**config.mk**
```make
export PLATFORM = sky130hd
export DESIGN_NAME = rv32_trace_sequencer
export DESIGN_NICKNAME = d
export VERILOG_FILES = /design/src/rtl/rv32_trace_sequencer.sv
export SDC_FILE = /design/constraint.sdc
export NUM_CORES = 2
export LEC_CHECK = 0
export CORE_MARGIN = 5
export CORE_UTILIZATION = 53
export DETAILED_ROUTE_END_ITERATION = 8
export PLACE_DENSITY = 0.76
export SLEW_MARGIN = 40
export SYNTH_ARGS = -nofsm -noshare
export SYNTH_HDL_FRONTEND = slang
export SYNTH_SLANG_ARGS = --single-unit
export TNS_END_PERCENT = 10
```
**constraint.sdc**
```tcl
create_clock -name clk -period 14 [get_ports clk]
set_input_delay 2.8 -clock clk [delete_from_list [all_inputs] [get_ports clk]]
set_output_delay 2.8 -clock clk [all_outputs]
set_load 0.05 [all_outputs]
```
**src/rtl/rv32_trace_sequencer.sv**
```systemverilog
// rv32_trace_sequencer: steps the rv32 core one instruction at a time and
// captures each step's architectural signals into a first-word-fall-through
// trace FIFO. The FIFO drains to the witness writer over valid/ready.
// Optional feature macro: TRACE_CHECK_EN enables a sticky next-PC checker.
// When the macro is undefined, chk_err is tied to 0.
module rv32_trace_sequencer #(
  parameter int DEPTH = 8,
  parameter int CNT_W = 16
) (
  input  logic             clk,
  input  logic             reset_n,
  input  logic             start,
  input  logic             halt_req,
  input  logic [CNT_W-1:0] step_limit,
  output logic             core_step_en,
  input  logic [31:0]      core_pc,
  input  logic [31:0]      core_pc_next,
  input  logic [31:0]      core_rs1,
  input  logic [31:0]      core_rs2,
  input  logic [31:0]      core_imm,
  input  logic             core_is_beq,
  input  logic             core_is_bne,
  output logic             tr_valid,
  input  logic             tr_ready,
  output logic [31:0]      tr_pc,
  output logic [31:0]      tr_pc_next,
  output logic [31:0]      tr_rs1,
  output logic [31:0]      tr_rs2,
  output logic [31:0]      tr_imm,
  output logic [2:0]       tr_flags,
  output logic [CNT_W-1:0] tr_idx,
  output logic             busy,
  output logic             done,
  output logic [CNT_W-1:0] step_count,
  output logic             chk_err
);

  localparam int AW = $clog2(DEPTH);

  typedef enum logic [1:0] {S_IDLE, S_RUN, S_DRAIN, S_DONE} state_t;

  typedef struct packed {
    logic [31:0]      pc;
    logic [31:0]      pc_next;
    logic [31:0]      rs1;
    logic [31:0]      rs2;
    logic [31:0]      imm;
    logic [2:0]       flags;
    logic [CNT_W-1:0] idx;
  } rec_t;

  state_t           state_q, state_d;
  logic [AW:0]      wr_ptr_q, rd_ptr_q;
  rec_t             mem [DEPTH];
  rec_t             head_rec;
  logic [CNT_W-1:0] limit_q;
  logic [CNT_W-1:0] cnt_q;
  logic [CNT_W-1:0] cnt_inc;
  logic             fifo_full, fifo_empty;
  logic             push, pop, taken, launch;

  // Saturating step counter increment: holds at all-ones instead of wrapping.
  function automatic logic [CNT_W-1:0] sat_inc(input logic [CNT_W-1:0] v);
    return (&v) ? v : v + CNT_W'(1);
  endfunction

  // Full when pointers differ only in the wrap bit; empty when identical.
  assign fifo_empty = (wr_ptr_q == rd_ptr_q);
  assign fifo_full  = (wr_ptr_q[AW] != rd_ptr_q[AW]) &&
                      (wr_ptr_q[AW-1:0] == rd_ptr_q[AW-1:0]);

  assign taken   = (core_is_beq && (core_rs1 == core_rs2)) ||
                   (core_is_bne && (core_rs1 != core_rs2));
  assign cnt_inc = sat_inc(cnt_q);
  assign push    = core_step_en;
  assign pop     = !fifo_empty && tr_ready;

  // Next-state decode and core step gating; stepping only happens in RUN.
  always_comb begin
    state_d      = state_q;
    core_step_en = 1'b0;
    launch       = 1'b0;
    case (state_q)
      S_IDLE, S_DONE: begin
        if (start) begin
          launch  = 1'b1;
          state_d = (step_limit == '0) ? S_DONE : S_RUN;
        end
      end
      S_RUN: begin
        // Full flag is registered, so a same-cycle pop cannot unblock a push.
        core_step_en = !fifo_full;
        if (halt_req || (!fifo_full && (cnt_inc == limit_q)))
          state_d = S_DRAIN;
      end
      S_DRAIN: begin
        if (fifo_empty)
          state_d = S_DONE;
      end
      default: state_d = S_IDLE;
    endcase
  end

  // Control state: FSM, FIFO pointers, latched limit and step counter.
  always_ff @(posedge clk or negedge reset_n) begin
    if (!reset_n) begin
      state_q  <= S_IDLE;
      wr_ptr_q <= '0;
      rd_ptr_q <= '0;
      limit_q  <= '0;
      cnt_q    <= '0;
    end else begin
      state_q <= state_d;
      if (push) wr_ptr_q <= wr_ptr_q + 1'b1;
      if (pop)  rd_ptr_q <= rd_ptr_q + 1'b1;
      if (launch) begin
        limit_q <= step_limit;
        cnt_q   <= '0;
      end else if (push) begin
        cnt_q <= cnt_inc;
      end
    end
  end

  // Trace storage; contents need no reset because outputs are masked when empty.
  always_ff @(posedge clk) begin
    if (push)
      mem[wr_ptr_q[AW-1:0]] <= '{pc:      core_pc,
                                 pc_next: core_pc_next,
                                 rs1:     core_rs1,
                                 rs2:     core_rs2,
                                 imm:     core_imm,
                                 flags:   {taken, core_is_bne, core_is_beq},
                                 idx:     cnt_q};
  end

  // Head of FIFO presented directly; all fields read zero while empty.
  always_comb begin
    head_rec = '0;
    if (!fifo_empty)
      head_rec = mem[rd_ptr_q[AW-1:0]];
  end

  assign tr_valid   = !fifo_empty;
  assign tr_pc      = head_rec.pc;
  assign tr_pc_next = head_rec.pc_next;
  assign tr_rs1     = head_rec.rs1;
  assign tr_rs2     = head_rec.rs2;
  assign tr_imm     = head_rec.imm;
  assign tr_flags   = head_rec.flags;
  assign tr_idx     = head_rec.idx;
  assign busy       = (state_q == S_RUN) || (state_q == S_DRAIN);
  assign done       = (state_q == S_DONE);
  assign step_count = cnt_q;

`ifdef TRACE_CHECK_EN
  logic [31:0] exp_next;
  logic        chk_q;

  assign exp_next = taken ? (core_pc + core_imm) : (core_pc + 32'd4);

  // Sticky flag: any captured step whose next PC disagrees with the decode.
  always_ff @(posedge clk or negedge reset_n) begin
    if (!reset_n)
      chk_q <= 1'b0;
    else if (push && (core_pc_next != exp_next))
      chk_q <= 1'b1;
  end

  assign chk_err = chk_q;
`else
  assign chk_err = 1'b0;
`endif

endmodule

```
# --- Yosys cells after proc, flatten, opt, wreduce, memory -nomap -nowiden ---
# Memory sizes are Yosys's and may differ from the RTL's.
# Cells that the tools add are included.
totals:
  out_inout_bits: 200
  in_bits: 183
  mem_count: 1
  ff_bits: 42
  ram_bits: 1432
  elab_cells: 51
memory_table:
  columns: ["name", "words", "word_bits", "read_ports", "rd_ports_with_merged_regs", "wr", "line", "rtl"]
  rows:
  - ["mem", 8, 179, 1, 0, 1, "54", "rec_t mem [DEPTH];"]
classes:
  addsub: 3
  n_reduce_logical: 16
  eq_ne: 12
  mux: 14
ops:
  columns: ["cell", "count"]
  rows:
  - ["two-way mux 179 bit", 1]
  - ["two-way mux 16 bit", 3]
  - ["== test 32 bit", 1]
  - ["inequality test 32 bit", 1]
  - ["adder 16 x 1 -> 16 bit, second input constant", 1]
  - ["== test 16 bit", 1]
  - ["logical NOT 16 bit", 1]
  - ["AND reduction 16 bit", 1]
  - ["adder 4 x 1 -> 4 bit, second input constant", 2]
  - ["two-way mux 2 bit", 4]
  - ["inequality test 2 bit, second input constant", 3]
  - ["one-hot mux 2 bit (3 select lines)", 1]
  - ["logical AND 1 bit", 5]
  - ["two-way mux 1 bit", 5]
  - ["== test 2 bit, second input constant", 2]
  - ["== test 4 bit", 1]
  - ["== test 3 bit", 1]
  - ["logical OR 1 bit", 3]
  - ["AND reduction 3 bit", 1]
  - ["== test 2 x 1 -> 1 bit, second input constant", 1]
  - ["logical NOT 1 bit", 2]
  - ["logical NOT 2 bit", 1]
  - ["nonzero test 2 bit", 1]
  - ["OR reduction 2 bit", 1]
  - ["inequality test 1 bit", 1]

# --- Longest topological paths before layout ---
logic_depth:
  word_depth: 7
  mapped_depth: 11
  ltp_nobuf: 9

# --- Least setup slack after synthesis ---
# Ideal clock, no wire load.
synth_path:
  kind: "reg2reg"
  from: "register rd_ptr_q[0]"
  to: "memory mem[0][0] (netlist name) (enable)"
  path_buffers: 2
  t_arrival_ns: 14.093
  path_slack_ns: -1.029
  setup_time_ns: 0.936
  period_less_slack_ns: 15.029
  t_required_ns: 13.064
  path_stages_with_launch: 9
  path_cell_list: "dfrtp_1 clkbuf_1 xor2_1 or4_1 nand2_1 inv_2 clkbuf_1 nand2b_1 nor3_1"
synth_between:
  elab_chain_cells: 6
synth_lines:
  columns: ["element", "line", "rtl"]
  rows:
  - ["start, declared", "53", "logic [AW:0] wr_ptr_q, rd_ptr_q;"]
  - ["start signal, assigned", "115", "if (pop) rd_ptr_q <= rd_ptr_q + 1'b1;"]
  - ["== test 3 bit", "70", "(wr_ptr_q[AW-1:0] == rd_ptr_q[AW-1:0]);"]
  - ["logical AND 1 bit", "69", "assign fifo_full = (wr_ptr_q[AW] != rd_ptr_q[AW]) &&"]
  - ["logical NOT 1 bit", "92", "core_step_en = !fifo_full;"]
  - ["two-way mux 1 bit", "83", "case (state_q)"]
  - ["net core_step_en", "15", "output logic core_step_en,"]
  - ["two-way mux 1 bit", "127", "if (push)"]
  - ["two-way mux 1 bit (not written as such)", "128", "mem[wr_ptr_q[AW-1:0]] <= '{pc: core_pc,"]
  - ["end, declared", "54", null]
# The timed path passes the listed nets, and every way through them passes these cells.

# --- Worst setup path in the final report ---
layout_path:
  from: "register rd_ptr_q[0]"
  to: "output tr_rs2[22]"
layout_between:
  elab_chain_cells: 2
  word_cells_on_any_way: 3
  cone_classes: "eq/ne: 1; mux: 1; memory: 1"
layout_lines:
  columns: ["element", "line", "rtl"]
  rows:
  - ["memory (8 x 179 bit) or == test 4 bit (tied branches)", null, null]
  - ["two-way mux 179 bit *", "140", "if (!fifo_empty)"]
  - ["end, declared", "28", "output logic [31:0] tr_rs2,"]
# Every way passes the cells marked *; elsewhere a longest branch is shown, timed or not.

==> metrics <==
Num Clock Sinks=1,474; Worst-path clk slew=0.06 ns; EDFF count, synth=1,432; Worst Max-Slew Pin Slew=0.8919 ns; YS warnings=0; Post-CTS Hold Fix Bufs=0; most frequent cells in the layout=1,432 x edfxtp_1, 380 x clkdlybuf4s50_1, 358 x mux4_2; Sw Pwr=0.006484 W; Fillers=6,979; Netlist cell types=68; Post-Syn Area=0.05718 sq mm; commonest non-fill, non-tap cell in the layout=edfxtp_1; area occupied by multi-input gates=0.01259 sq mm; I/O pin count=383; vias in the first global route=29,450; status=completed; Starting Density=53.41%; drt pass-1 iters=5; Clk Tree Root Cell=clkbuf_16; CTS tree=built; CTS resizes=0; Port Buf Inserts=381; initial antenna violation count=28; Lkg Pwr=22.32 nW; vias=27,660; register area=0.04406 sq mm; Die Footprint=0.1146 sq mm; Hold Crit Class=flop to flop; Internal=0.01053 W; mean routed wirelength per cell=27.96 um; fin area=0.06807 sq mm; gr usage total=22.51%; GP Congestion=0.8244; Critical Path End Type=output port; clock share of power=22.5%; Power Total=0.01701 W; HPWL Detailed=74,470 um; critical path fanouts, max=63; Flop pwr share=34.6%; final net count=3,277; share of layout cells above drive strength 1=20.31%; syn_nets=2,825; RSZ-0062 raised after global routing=false; Sw Ratio=38.12%; max_cap viols=0; number of vias per cell=5.989; Final Hold Viols=0; crit start category=flop; endpoints failing setup=0; maximum vdd drop=0.0003571 V; die width=338.5 um; Final Cycle Share=55.53%; asr flop ratio synth=2.849%; Avg Inst Size Synth=21.69 sq um; max-slew violations=0; ANT nets after route=0; Area growth syn-to-layout=19.04%; total CTS buffers=148; Critical Path RT=11.20 ns; Initial DRC Count=2,606; P per Cell Area=249.9 mW/mm^2; hold slack=0.5104 ns; Yosys reg bits=1,474; Comb pwr share=42.9%; Core ar.=0.1071 sq mm; H-Tree Depth=4; Post-synth top flop=edfxtp_1; largest net degree at the start of global routing=71; Crit path arrival time=4.97 ns; Rows=120; DRT Wirelength=129,100 um; sequential share of the synthesized area=77.04%; clk_lat worst skew=0.73 ns; Fmax=128.6 MHz; clk buf depth=3; setup repair bufs after CTS=0; fin crit period=7.774 ns; class of the most critical setup path=flop to output port; slew margin rel.=39.99%; DRC Markers=0; Placed Area=0.06325 sq mm; Cells after Synth=2,636; total gr overflow=0; Clock Skew=0.02364 ns; first-pass GRT wire length=192,200 um; die span in y=338.5 um
## state kept, by name (all words and copies together), names as in the netlist
name and cells:
wr_ptr_q 4, step_count 16, limit_q 16, rd_ptr_q 4, mem 1432, state_q 2
## metal layers
layer	vias to the layer above	GRT usage [%]	share of wire, %	wire (um)
met1	14650	30.38	39	50450
met2	1011	37.90	52	66630
met4	22	5.892	1.9	2424
met3	171	4.904	7.3	9442
li1	11800	-	-	-
met5	-	0	0.12	149
## path summary, 6_finish.rpt
| kind | slack [ns] | depth (start not counted) | to | start |
|---|---|---|---|---|
| worst max-delay path | 6.23 | 8 | tr_rs2[22] | rd_ptr_q[0] |
| worst min-delay path | 0.51 | 2 | limit_q[0] | limit_q[0] |
| worst max register to register | 9.36 | 8 | mem[2][47] | rd_ptr_q[2] |
| worst min register to register | 0.51 | 2 | limit_q[0] | limit_q[0] |
| max in group asynchronous | 11.50 | 1 | rd_ptr_q[2] | reset_n |
| min in group asynchronous | 2.07 | 1 | state_q[0] | reset_n |
## synth_stat cells, drive strengths merged, types with 12 or more instances
master     n  area, sq um
clkbuf    85        329.1
mux4     358         8063
nor4      14        100.1
mux2i    182         1822
nor2     204        765.7
buf       52        247.7
nor3      13        76.33
nand3     12        65.06
dfrtp     42         1051
edfxtp  1432        43000
nand2     72        270.3
xor2      42        367.9
xnor2     19        166.4
a21oi     14        73.82
## power by group through the flow
stage | combinational, W | clock (W) | sequential, W
global placement | 0.00714 | 0 | 0.00596
finish | 0.00730 | 0.00383 | 0.00588
detailed placement | 0.00731 | 0 | 0.00601
floorplan | 0.00484 | 0 | 0.00604
CTS | 0.00735 | 0.00390 | 0.00592
global route | 0.00765 | 0.00410 | 0.00594
## worst max-delay path, cell delays in order (launching register included)
cell	delay, ns
dfrtp_4	0.66
buf_12	0.29
buf_12	0.44
buf_16	0.45
buf_6	0.63
mux4_2	0.60
mux2i_1	0.17
nor2_1	0.09
clkdlybuf4s50_1	0.75
## per-stage QoR
stage	std cells	setup TNS (ns)	utilization [%]	setup WS, ns
2_1_floorplan	2636	-42.60	-	-0.2380
3_3_place_gp	4313	0	58.47	6.650
3_5_place_dp	4339	0	59.08	6.629
4_1_cts	4597	0	63.49	5.761
5_1_grt	4607	0	63.56	5.789
6_report	4618	0	63.58	6.226
## logic make-up (layout without fill, tap and decap cells)
logic type / after synthesis / in the layout / synth area share, %
other cells: 1 / 20 / 0.006558
simple gates: 359 / 359 / 2.895
mux: 543 / 543 / 17.35
compound gates: 49 / 49 / 0.5908
buf+inv: 143 / 703 / 1.048
xor+xnor: 61 / 61 / 0.9344
fa+ha+maj: 6 / 6 / 0.1313
flops: 1474 / 1474 / 77.04
## area by class of cell
cell class / count / share of cell area, %
timing repair buffer: 439 / 7.152
sequential: 1474 / 64.73
tap: 1403 / 2.579
clock buffer: 192 / 5.886
multi-input combinational: 1019 / 18.50
inverter: 6 / 0.03309
antenna: 19 / 0.06985
clock inverter: 66 / 1.044
(Power assumes the default switching activity.)
